<file path="src/rtl/systolic_pkg.sv">
// rtl/systolic_pkg.sv - shared types, constants and helpers for the systolic array sequencer
// Contents:
//   ctrl_state_t  sequencer state encoding
//   FP_ZERO       IEEE-754 +0.0, injected by the array datapath on idle operand lanes
//   drain_len()   cycles needed to flush the skewed array pipeline after the last operand
package systolic_pkg;

  typedef enum logic [2:0] {
    S_IDLE,
    S_CLEAR,
    S_FEED,
    S_DRAIN,
    S_READOUT,
    S_DONE
  } ctrl_state_t;

  localparam logic [31:0] FP_ZERO = 32'h0000_0000;

  // The last operand enters PE[N-1][N-1] N-1 hops after PE[0][0] sees its last
  // operand along each axis, and the MAC pipeline then needs PE_LAT more cycles.
  function automatic int drain_len(input int n, input int pe_lat);
    return 2 * (n - 1) + pe_lat;
  endfunction

endpackage

</file>
<file path="src/rtl/systolic_if.sv">
// rtl/systolic_if.sv - host/array-facing bundle of the systolic array sequencer
// Signals:
//   start, k_len               tile request and reduction length (host -> ctrl)
//   busy, done                 status and end-of-tile pulse (ctrl -> host)
//   pe_clr, pe_en              accumulator clear and array advance (ctrl -> array)
//   a_rd_en/a_rd_addr          per-row A buffer reads, row i at [i*K_W +: K_W]
//   b_rd_en/b_rd_addr          per-column B buffer reads, same packing
//   out_valid, out_row         result row presented (ctrl -> consumer)
//   out_ready                  consumer accepts the row (consumer -> ctrl)
//   stall                      freezes FEED/DRAIN, present only with SYSTOLIC_STALL_EN
// Modports: slave = sequencer, master = host/array/consumer side.
interface systolic_if #(
  parameter int N   = 4,
  parameter int K_W = 8
);
  localparam int RW = (N > 1) ? $clog2(N) : 1;

  logic               start;
  logic [K_W-1:0]     k_len;
  logic               busy;
  logic               done;
  logic               pe_clr;
  logic               pe_en;
  logic [N-1:0]       a_rd_en;
  logic [N*K_W-1:0]   a_rd_addr;
  logic [N-1:0]       b_rd_en;
  logic [N*K_W-1:0]   b_rd_addr;
  logic               out_valid;
  logic [RW-1:0]      out_row;
  logic               out_ready;
`ifdef SYSTOLIC_STALL_EN
  logic               stall;
`endif

  modport slave (
`ifdef SYSTOLIC_STALL_EN
    input  stall,
`endif
    input  start, k_len, out_ready,
    output busy, done, pe_clr, pe_en,
    output a_rd_en, a_rd_addr, b_rd_en, b_rd_addr,
    output out_valid, out_row
  );

  modport master (
`ifdef SYSTOLIC_STALL_EN
    output stall,
`endif
    output start, k_len, out_ready,
    input  busy, done, pe_clr, pe_en,
    input  a_rd_en, a_rd_addr, b_rd_en, b_rd_addr,
    input  out_valid, out_row
  );

endinterface

</file>
<file path="src/rtl/systolic_skew_lane.sv">
// rtl/systolic_skew_lane.sv - skewed operand-buffer read generator for one array row or column
// Ports:
//   t        in   feed counter (0-based FEED cycle)
//   idx      in   lane index; the lane starts reading idx cycles after lane 0
//   k_len    in   reduction length of the current tile
//   rd_en    out  lane reads this cycle (idx <= t < idx + k_len)
//   rd_addr  out  t - idx while reading, 0 otherwise
// Purely combinational; the caller gates the result with FEED activity.
module systolic_skew_lane #(
  parameter int K_W = 8,
  parameter int CW  = 11,
  parameter int IW  = 2
) (
  input  logic [CW-1:0]  t,
  input  logic [IW-1:0]  idx,
  input  logic [K_W-1:0] k_len,
  output logic           rd_en,
  output logic [K_W-1:0] rd_addr
);

  logic [CW-1:0] idx_w;
  logic [CW-1:0] end_w;

  assign idx_w   = CW'(idx);
  assign end_w   = idx_w + CW'(k_len);
  assign rd_en   = (t >= idx_w) && (t < end_w);
  // Within the window t - idx < k_len, so the truncation to K_W bits is lossless.
  assign rd_addr = rd_en ? K_W'(t - idx_w) : '0;

endmodule

</file>
<file path="src/rtl/systolic_ctrl.sv">
// rtl/systolic_ctrl.sv - sequencer for an NxN output-stationary floating-point systolic array
// Ports:
//   clk   in  clock
//   rst   in  asynchronous reset, active-low
//   io    systolic_if.slave: start/k_len/busy/done host handshake, pe_clr/pe_en array
//         control, skewed A/B buffer reads, out_valid/out_row/out_ready row readout
// Sequence: IDLE -> CLEAR -> FEED (k_len+N-1) -> DRAIN (2(N-1)+PE_LAT) -> READOUT -> DONE.
// Build option SYSTOLIC_STALL_EN: adds io.stall, which freezes FEED/DRAIN while high.
module systolic_ctrl
  import systolic_pkg::*;
#(
  parameter int N      = 4,
  parameter int K_W    = 8,
  parameter int PE_LAT = 5
) (
  input  logic        clk,
  input  logic        rst,
  systolic_if.slave   io
);

  localparam int IW = (N > 1) ? $clog2(N) : 1;
  // One extra bit over k_len + N - 1 so the longest feed never wraps.
  localparam int CW = K_W + $clog2(N) + 1;
  localparam logic [CW-1:0] DRAIN_LAST = CW'(drain_len(N, PE_LAT) - 1);

  ctrl_state_t    state;
  logic [CW-1:0]  cnt;
  logic [K_W-1:0] k_len_q;
  logic [IW-1:0]  row_q;
  logic           busy_q;
  logic           done_q;
  logic           pe_clr_q;
  logic           pe_en_q;
  logic           out_valid_q;

  logic           stall_w;
  logic           adv;
  logic           feed_go;
  logic [CW-1:0]  feed_last;

`ifdef SYSTOLIC_STALL_EN
  assign stall_w = io.stall;
`else
  assign stall_w = 1'b0;
`endif

  // Stall acts in the same cycle, so it gates the registered controls rather
  // than being folded into them.
  assign adv       = ~stall_w;
  assign feed_go   = (state == S_FEED) && adv;
  assign feed_last = CW'(k_len_q) + CW'(N - 2);

  always_ff @(posedge clk or negedge rst) begin
    if (!rst) begin
      state       <= S_IDLE;
      cnt         <= '0;
      k_len_q     <= '0;
      row_q       <= '0;
      busy_q      <= 1'b0;
      done_q      <= 1'b0;
      pe_clr_q    <= 1'b0;
      pe_en_q     <= 1'b0;
      out_valid_q <= 1'b0;
    end else begin
      case (state)
        S_IDLE: begin
          done_q <= 1'b0;
          if (io.start) begin
            k_len_q <= io.k_len;
            cnt     <= '0;
            busy_q  <= 1'b1;
            if (io.k_len == '0) begin
              // Empty reduction: nothing to compute, report completion at once.
              state  <= S_DONE;
              done_q <= 1'b1;
            end else begin
              state    <= S_CLEAR;
              pe_clr_q <= 1'b1;
            end
          end
        end

        S_CLEAR: begin
          pe_clr_q <= 1'b0;
          pe_en_q  <= 1'b1;
          cnt      <= '0;
          state    <= S_FEED;
        end

        S_FEED: begin
          if (adv) begin
            if (cnt == feed_last) begin
              cnt   <= '0;
              state <= S_DRAIN;
            end else begin
              cnt <= cnt + CW'(1);
            end
          end
        end

        S_DRAIN: begin
          if (adv) begin
            if (cnt == DRAIN_LAST) begin
              cnt         <= '0;
              pe_en_q     <= 1'b0;
              out_valid_q <= 1'b1;
              row_q       <= '0;
              state       <= S_READOUT;
            end else begin
              cnt <= cnt + CW'(1);
            end
          end
        end

        S_READOUT: begin
          if (io.out_ready) begin
            if (row_q == IW'(N - 1)) begin
              out_valid_q <= 1'b0;
              row_q       <= '0;
              done_q      <= 1'b1;
              state       <= S_DONE;
            end else begin
              row_q <= row_q + IW'(1);
            end
          end
        end

        S_DONE: begin
          done_q <= 1'b0;
          busy_q <= 1'b0;
          state  <= S_IDLE;
        end

        default: begin
          state       <= S_IDLE;
          cnt         <= '0;
          busy_q      <= 1'b0;
          done_q      <= 1'b0;
          pe_clr_q    <= 1'b0;
          pe_en_q     <= 1'b0;
          out_valid_q <= 1'b0;
        end
      endcase
    end
  end

  assign io.busy      = busy_q;
  assign io.done      = done_q;
  assign io.pe_clr    = pe_clr_q;
  assign io.pe_en     = pe_en_q & adv;
  assign io.out_valid = out_valid_q;
  assign io.out_row   = row_q;

  for (genvar i = 0; i < N; i++) begin : g_lane
    logic           a_en;
    logic           b_en;
    logic [K_W-1:0] a_addr;
    logic [K_W-1:0] b_addr;

    systolic_skew_lane #(.K_W(K_W), .CW(CW), .IW(IW)) u_row (
      .t       (cnt),
      .idx     (IW'(i)),
      .k_len   (k_len_q),
      .rd_en   (a_en),
      .rd_addr (a_addr)
    );

    systolic_skew_lane #(.K_W(K_W), .CW(CW), .IW(IW)) u_col (
      .t       (cnt),
      .idx     (IW'(i)),
      .k_len   (k_len_q),
      .rd_en   (b_en),
      .rd_addr (b_addr)
    );

    // Idle lanes present address 0; the array injects +0.0 there.
    assign io.a_rd_en[i]                = a_en & feed_go;
    assign io.a_rd_addr[i*K_W +: K_W]   = (a_en & feed_go) ? a_addr : '0;
    assign io.b_rd_en[i]                = b_en & feed_go;
    assign io.b_rd_addr[i*K_W +: K_W]   = (b_en & feed_go) ? b_addr : '0;
  end

endmodule

</file>
<file path="src/flat_wrapper.sv">
// flat-port wrapper written by rule: the top's interface ports become plain ports
module systolic_ctrl_flat import systolic_pkg::*;
#(
  parameter int N      = 4,
  parameter int K_W    = 8,
  parameter int PE_LAT = 5
)
  (clk, rst, io_start, io_k_len, io_out_ready, io_busy, io_done, io_pe_clr, io_pe_en, io_a_rd_en, io_a_rd_addr, io_b_rd_en, io_b_rd_addr, io_out_valid, io_out_row);
  systolic_if #(.N(N), .K_W(K_W)) io_i ();
  input  logic clk;
  input  logic rst;
  input wire logic [$bits(io_i.start)-1:0] io_start;
  input wire logic [$bits(io_i.k_len)-1:0] io_k_len;
  input wire logic [$bits(io_i.out_ready)-1:0] io_out_ready;
  output wire logic [$bits(io_i.busy)-1:0] io_busy;
  output wire logic [$bits(io_i.done)-1:0] io_done;
  output wire logic [$bits(io_i.pe_clr)-1:0] io_pe_clr;
  output wire logic [$bits(io_i.pe_en)-1:0] io_pe_en;
  output wire logic [$bits(io_i.a_rd_en)-1:0] io_a_rd_en;
  output wire logic [$bits(io_i.a_rd_addr)-1:0] io_a_rd_addr;
  output wire logic [$bits(io_i.b_rd_en)-1:0] io_b_rd_en;
  output wire logic [$bits(io_i.b_rd_addr)-1:0] io_b_rd_addr;
  output wire logic [$bits(io_i.out_valid)-1:0] io_out_valid;
  output wire logic [$bits(io_i.out_row)-1:0] io_out_row;
  assign io_i.start = io_start;
  assign io_i.k_len = io_k_len;
  assign io_i.out_ready = io_out_ready;
  assign io_busy = io_i.busy;
  assign io_done = io_i.done;
  assign io_pe_clr = io_i.pe_clr;
  assign io_pe_en = io_i.pe_en;
  assign io_a_rd_en = io_i.a_rd_en;
  assign io_a_rd_addr = io_i.a_rd_addr;
  assign io_b_rd_en = io_i.b_rd_en;
  assign io_b_rd_addr = io_i.b_rd_addr;
  assign io_out_valid = io_i.out_valid;
  assign io_out_row = io_i.out_row;
  systolic_ctrl #(.N(N), .K_W(K_W), .PE_LAT(PE_LAT)) u_core (.clk(clk), .rst(rst), .io(io_i));
endmodule
</file>
<file path="config.mk">
export PLATFORM = sky130hd
export DESIGN_NAME = systolic_ctrl_flat
export DESIGN_NICKNAME = d
export VERILOG_FILES = /design/src/rtl/systolic_pkg.sv /design/src/rtl/systolic_if.sv /design/src/rtl/systolic_skew_lane.sv /design/src/rtl/systolic_ctrl.sv /design/src/flat_wrapper.sv
export SDC_FILE = /design/constraint.sdc
export NUM_CORES = 1
export LEC_CHECK = 0
export CORE_MARGIN = 2
export CORE_UTILIZATION = 45
export DETAILED_ROUTE_END_ITERATION = 6
export DONT_BUFFER_PORTS = 1
export GPL_ROUTABILITY_DRIVEN = 0
export PLACE_DENSITY_LB_ADDON = 0.3
export SKIP_CTS_REPAIR_TIMING = 1
export SLEW_MARGIN = 20
export SYNTH_ARGS = -nofsm -noshare
export SYNTH_HDL_FRONTEND = slang
export SYNTH_SLANG_ARGS = --single-unit
</file>
<file path="constraint.sdc">
create_clock -name clk -period 2.87 [get_ports clk]
set_clock_uncertainty 0.15 [all_clocks]
set_input_delay 0.4305 -clock clk [delete_from_list [all_inputs] [get_ports clk]]
set_output_delay 0.4305 -clock clk [all_outputs]
set_load 0.02 [all_outputs]
</file>
Yosys cells after proc, flatten, opt, wreduce, memory -nomap -nowiden
Cells that the tools add are included.
- bits in registers: 29
- latch bits: 0
- RAM bits: 0
- ROM bits: 0
- input bits: 12
- output and inout bits: 79
- memories: 0
- $add $sub $neg: 8
- $mul: 0
- divide/modulo/power cells: 0
- order comparisons: 8
- equal/unequal tests: 14
- shift-type cells: 0
- mux-type cells: 39
- bitwise gates (word level): 10
- reduce and logical (&&, ||, !) cells: 22
- operators by type and width (cell ; number):
    $mux W8 ; 8
    $pmux W11 S4 ; 1
    $lt A11 B9 Y1 ; 3
    $mux W11 ; 3
    $ge A11 B1 Y1 const B ; 2
    $ge A11 B2 Y1 const B ; 2
    $mux W3 ; 6
    $reduce_or A4 Y1 ; 4
    $sub A8 B2 Y8 const B ; 2
    $pmux W3 S5 ; 1
    $add A11 B1 Y11 const B ; 1
    $eq A11 B4 Y1 const B ; 1
    $eq A11 B9 Y1 ; 1
    $lt A11 B8 Y1 ; 1
    $mux W1 ; 11
    $add A1 B8 Y9 const A ; 1
    $add A2 B8 Y9 const A ; 1
    $add A8 B2 Y9 const B ; 1
    $pmux W1 S3 ; 3
    $reduce_and A3 Y1 ; 3
    $logic_not A8 Y1 ; 1
    $ne A2 B2 Y1 const B ; 4
    $reduce_and A2 Y1 ; 4
    $sub A8 B1 Y8 const B ; 1
    other kinds (18) ; 35

Depth between registers and ports, before layout
- word-level depth: 5
- gate-level depth with buffers: 13

By module
Synthesis repeated with hierarchy kept, for this count alone.
- cell total of the unflattened synthesis: 866
- area, all modules: 7181.9 um2
- by module, submodules not included (module ; times used ; cells an instance ; area each (um2) ; sequential area each (um2)):
    systolic_skew_lane at u_core.g_lane[0].u_col ... ; 7 ; 74 ; 613.1 ; 0.0
    systolic_ctrl ; 1 ; 276 ; 2287.2 ; 725.7
    systolic_skew_lane at u_core.g_lane[1].u_row ; 1 ; 72 ; 603.1 ; 0.0

Least setup slack after synthesis
OpenSTA, ideal clock, no wires.
- kind: reg-to-output
- start point: register u_core.k_len_q[4]
- end point: output port io_b_rd_addr[24]
- data arrival time: 2924 ps
- setup slack: -635 ps
- stages on the path, launching flop included: 13
- cells stage by stage: dfrtp_1 clkbuf_2 inv_1 nor3_1 nor3b_1 xnor2_1 ha_1 a21oi_1 o21ai_0 o2111a_1 buf_1 nor3b_1 buf_4
- longest elaborated chain between the ends: 5
- elaborated cells between the ends (all ways): 6
- those cells by class: 1 x add/sub; 1 x order compare; 2 x mux; 1 x bitwise; 1 x reduce/logical
- RTL lines (item ; RTL line ; source):
    from (decl) ; systolic_ctrl.sv:28 ; logic [K_W-1:0] k_len_q;
    from (signal assigned) ; systolic_ctrl.sv:69 ; k_len_q <= io.k_len;
    $add A2 B8 Y9 * ; - ;
    $lt A11 B9 Y1 * ; - ;
    $logic_and A1 B1 Y1 * ; - ;
    $mux W8 / $and A1 B1 Y1 (equally long branches) ; - ;
    $mux W8 * ; - ;
    to (decl) ; flat_wrapper.sv:22 ; output wire logic [$bits(io_i.b_rd_addr)-1:0] io_b_rd_addr;
Mark *: on every way between the ends. The rest lies on a longest branch, timed or not.

Final worst setup path
- start point: register u_core.k_len_q[4]
- end point: output port io_a_rd_addr[8]
- longest elaborated chain between the ends: 5
- elaborated cells between the ends (all ways): 6
- those cells by class: 1 x add/sub; 1 x order compare; 2 x mux; 1 x bitwise; 1 x reduce/logical
- RTL lines (item ; RTL line ; source):
    $add A1 B8 Y9 * ; systolic_skew_lane.sv:25 ; assign end_w = idx_w + CW'(k_len);
    $lt A11 B9 Y1 * ; systolic_skew_lane.sv:26 ; assign rd_en = (t >= idx_w) && (t < end_w);
    $logic_and A1 B1 Y1 * ; systolic_skew_lane.sv:26 ;
    $mux W8 / $and A1 B1 Y1 (equally long branches) ; systolic_skew_lane.sv:28, systolic_ctrl.sv:178 ;
    $mux W8 * ; systolic_ctrl.sv:178 ; assign io.a_rd_addr[i*K_W +: K_W] = (a_en & feed_go) ? a_addr : '0;
    to (decl) ; flat_wrapper.sv:20 ; output wire logic [$bits(io_i.a_rd_addr)-1:0] io_a_rd_addr;
Marked as above.

==> impl_metrics.py <==
metrics = {
    "run_status": {
        "status": "finished with violations",
        "violations": "negative setup slack",
    },
    "setup_path": {
        "critical_path_arrival_ns": 2.71,
        "critPathLaunchType": "register",
        "reg2reg_depth": 15,
        "reg2reg_setup_slack_ns": -0.18,
        "cp_max_fo": 4,
        "worstReg2RegEnd": "u_core.cnt[6]",
        "path_class": "register to output pin",
        "end_kind": "output pin",
        "worstReg2RegStart": "u_core.k_len_q[4]",
        "critPathRequiredTime_ns": 2.29,
    },
    "power": {
        "pwr_density_cell_nw_per_um2": 1360,
        "pwr-share-comb_pct": 82.1,
        "p_clk_share_pct": 5.4,
        "power_mw": 7.03,
        "switchingPower_mw": 3.59,
        "leakagePower_nw": 2.22,
        "p_int_mw": 3.44,
        "switching_share_pct": 51.1,
        "sequentialPowerShare_pct": 12.5,
        "max-vdd-ir-drop_mv": 0.634,
    },
    "sta": {
        "tightest_slew_ns": 0.693,
        "grt_setup_unrepaired": "true",
        "hold_viol": 0,
        "timing.final.crit_period_ns": 3.29,
        "fin_ws_ns": -0.416,
        "relSlewSlack_pct": 53.3,
        "setup_viol": 81,
        "max_freq_ghz": 0.304,
        "finalCritPeriodShare_pct": 115,
        "slew_violations": 0,
    },
    "synthesis": {
        "synth_top_area_share_pct": 20.9,
        "postSynthCellCount": 423,
        "avgSynthCellArea_um2": 8.22,
        "yosysTopAreaCell": "dfrtp_1",
        "synth_edf_count": 0,
        "syn_nets": 481,
        "ys_async_sr_fraction_pct": 100,
        "synth_seq_cells": 29,
        "yosys_warnings": 0,
        "ys.flop_type": "dfrtp_1",
        "synthDistinctLibCells": 56,
        "syn-cell-area_um2": 3480,
        "synth_area_leaders": "dfrtp_1 (21%), ha_1 (17%), buf_4 (8.4%), xnor2_1 (6.5%), o21ai_0 (4.0%)",
        "synth-seq-area-share_pct": 20.9,
    },
    "global_route": {
        "grt_max_degree": 30,
        "grt-ovfl-total": 0,
        "grt_pass1_wl_um": 15000,
        "grtUsageTotal_pct": 22.0,
        "grt_pass1_vias": 3067,
        "antenna_found_initial": 0,
    },
    "place": {
        "dp_slack_ns": -0.113,
        "port_buffers": 0,
        "dp_hpwl_um": 7370,
    },
    "hold_path": {
        "hold_start": "io_k_len[2]",
        "hold_depth": 2,
        "hold_end": "u_core.k_len_q[2]",
        "hp-class": "input port to register",
    },
    "clock_network": {
        "cts_tree": "done",
        "cts_buffer_depth": 2,
        "cts-buffers-inserted": 5,
        "clk_latency_ns": 0.29,
        "clock-sinks": 29,
        "clk_pin_slew_ns": 0.06,
        "h-tree-depth": 2,
        "cts_root_buf": "clkbuf_8",
    },
    "die": {
        "die_y_um": 91.9,
        "initial_core_util_pct": 45.7,
        "io_pins": 91,
        "fp.coreArea_um2": 7610,
        "fp.dieArea_um2": 8450,
        "rows": 32,
        "die_w_um": 91.9,
    },
    "cells_and_area": {
        "final_nets": 534,
        "final_util_pct": 67.7,
        "antenna_cells": 0,
        "fillers": 560,
        "area_growth_syn_to_layout_pct": 48.1,
        "drive_above_1_share_pct": 45.1,
        "multiInputGateArea_um2": 2910,
        "seq_area_um2": 733,
    },
    "detailed_routing": {
        "postRouteAntennaNets": 0,
        "drtPass1Iterations": 4,
        "drc": 0,
        "drt-total-wl_um": 10300,
        "drtIter0Drc": 177,
        "vias_per_cell": 5.64,
        "via_count": 3266,
        "wl_per_cell_um": 17.8,
    },
    "run": {
        "maxCapViolCount": 0,
    },
}
==> worst max-delay path by stage <==
stage	to	startpoint	slack [ns]	depth (start not counted)
after floorplan	io_b_rd_addr[16]	u_core.k_len_q[3]	-0.20	10
after global placement	io_b_rd_addr[30]	u_core.k_len_q[1]	-0.02	12
after detailed placement	io_a_rd_addr[28]	u_core.k_len_q[1]	-0.11	12
after CTS	io_a_rd_addr[28]	u_core.k_len_q[1]	-0.42	12
after global routing	io_b_rd_addr[8]	u_core.k_len_q[4]	-0.48	13
final	io_a_rd_addr[8]	u_core.k_len_q[4]	-0.42	13
==> power groups by stage <==
stage          clock network (mW)  logic (mW)  registers (mW)
2_1_floorplan                   0        3.75           0.788
3_3_place_gp                    0        4.91           0.830
5_1_grt                     0.401        6.16           0.894
3_5_place_dp                    0        5.08           0.846
6_report                    0.379        5.78           0.877
4_1_cts                     0.384        5.09           0.840
==> final cells by class <==
cell class | count | share of cell area, %
multi-input combinational | 323 | 56.5
tap | 102 | 2.48
inverter | 19 | 1.63
sequential | 29 | 14.2
clock inverter | 1 | 0.0971
clock buffer | 7 | 1.87
timing repair buffer | 98 | 23.2
==> synth_stat cells (3+ instances only) <==
library cell,count
inv_1,18
ha_1,46
buf_6,3
a22o_1,3
nor2b_1,7
nand2_1,37
a21oi_1,23
buf_2,7
xnor2_1,26
a21o_1,5
nor2_1,31
nor3_1,24
o2111a_1,3
nand3_1,14
nor3b_1,3
nand2b_1,5
nand4_1,5
o21ai_0,28
dfrtp_1,29
buf_4,39
nor4_1,4
and2_1,9
xor2_1,10
mux2i_1,4
a31oi_1,3
==> metal layers <==
layer,routed length [um],vias up,global-route usage [%],share of wire (%)
met5,0,-,0,0
li1,-,1536,-,-
met3,536,31,3.62,5.2
met4,358,0,6.22,3.5
met2,5220,103,38.1,51
met1,4210,1596,28.5,41
==> cell usage in the layout, fill, tap and decap left out, types with 13 or more instances in the layout <==
cell type / synthesis / layout
buf_12: 0 / 27
buf_4: 39 / 45
buf_6: 3 / 23
dfrtp_1: 29 / 23
ha_1: 46 / 36
inv_1: 18 / 13
nand2_1: 37 / 33
nand3_1: 14 / 13
nor2_1: 31 / 21
nor3_4: 0 / 19
o21ai_0: 28 / 21
xnor2_1: 26 / 25
==> cell families (layout without fill, tap and decap cells) <==
family	Yosys count	count (layout)	share of synthesized area, %
simple gates	159	159	24.5
compound gates	77	78	15.0
buf+inv	72	125	12.9
fa+ha+maj	46	46	16.5
xor+xnor	36	36	9.06
flops	29	29	20.9
mux	4	4	1.15
==> registers in the layout, indices dropped and copies added (netlist names) <==
signal	cells
u_core.io.pe_clr	1
u_core.io.pe_en	1
u_core.io.busy	1
u_core.state	3
u_core.k_len_q	8
u_core.io.out_row	2
u_core.io.out_valid	1
u_core.cnt	11
u_core.io.done	1
==> critical path: stages, from the launching register on <==
cell	delay (ns)
dfrtp_1	0.40
clkinv_4	0.08
nor3_4	0.24
buf_6	0.14
nand2_4	0.05
nor3_4	0.25
buf_6	0.14
nand2_4	0.05
ha_4	0.22
a21oi_4	0.14
o311ai_4	0.14
clkbuf_16	0.20
nor3_4	0.21
buf_12	0.15
==> through the flow <==
stage	area [um2]	std cells	hold slack, ns	TNS [ns]
2_1_floorplan	3890	423	-0.0151	-2.24
3_3_place_gp	4530	558	-0.0144	-0.422
3_5_place_dp	4530	558	-0.0145	-2.97
4_1_cts	4630	566	-0.326	-22.95
5_1_grt	5150	579	0.109	-28.86
6_report	5150	579	0.114	-22.66
(Power assumes the default switching activity.)
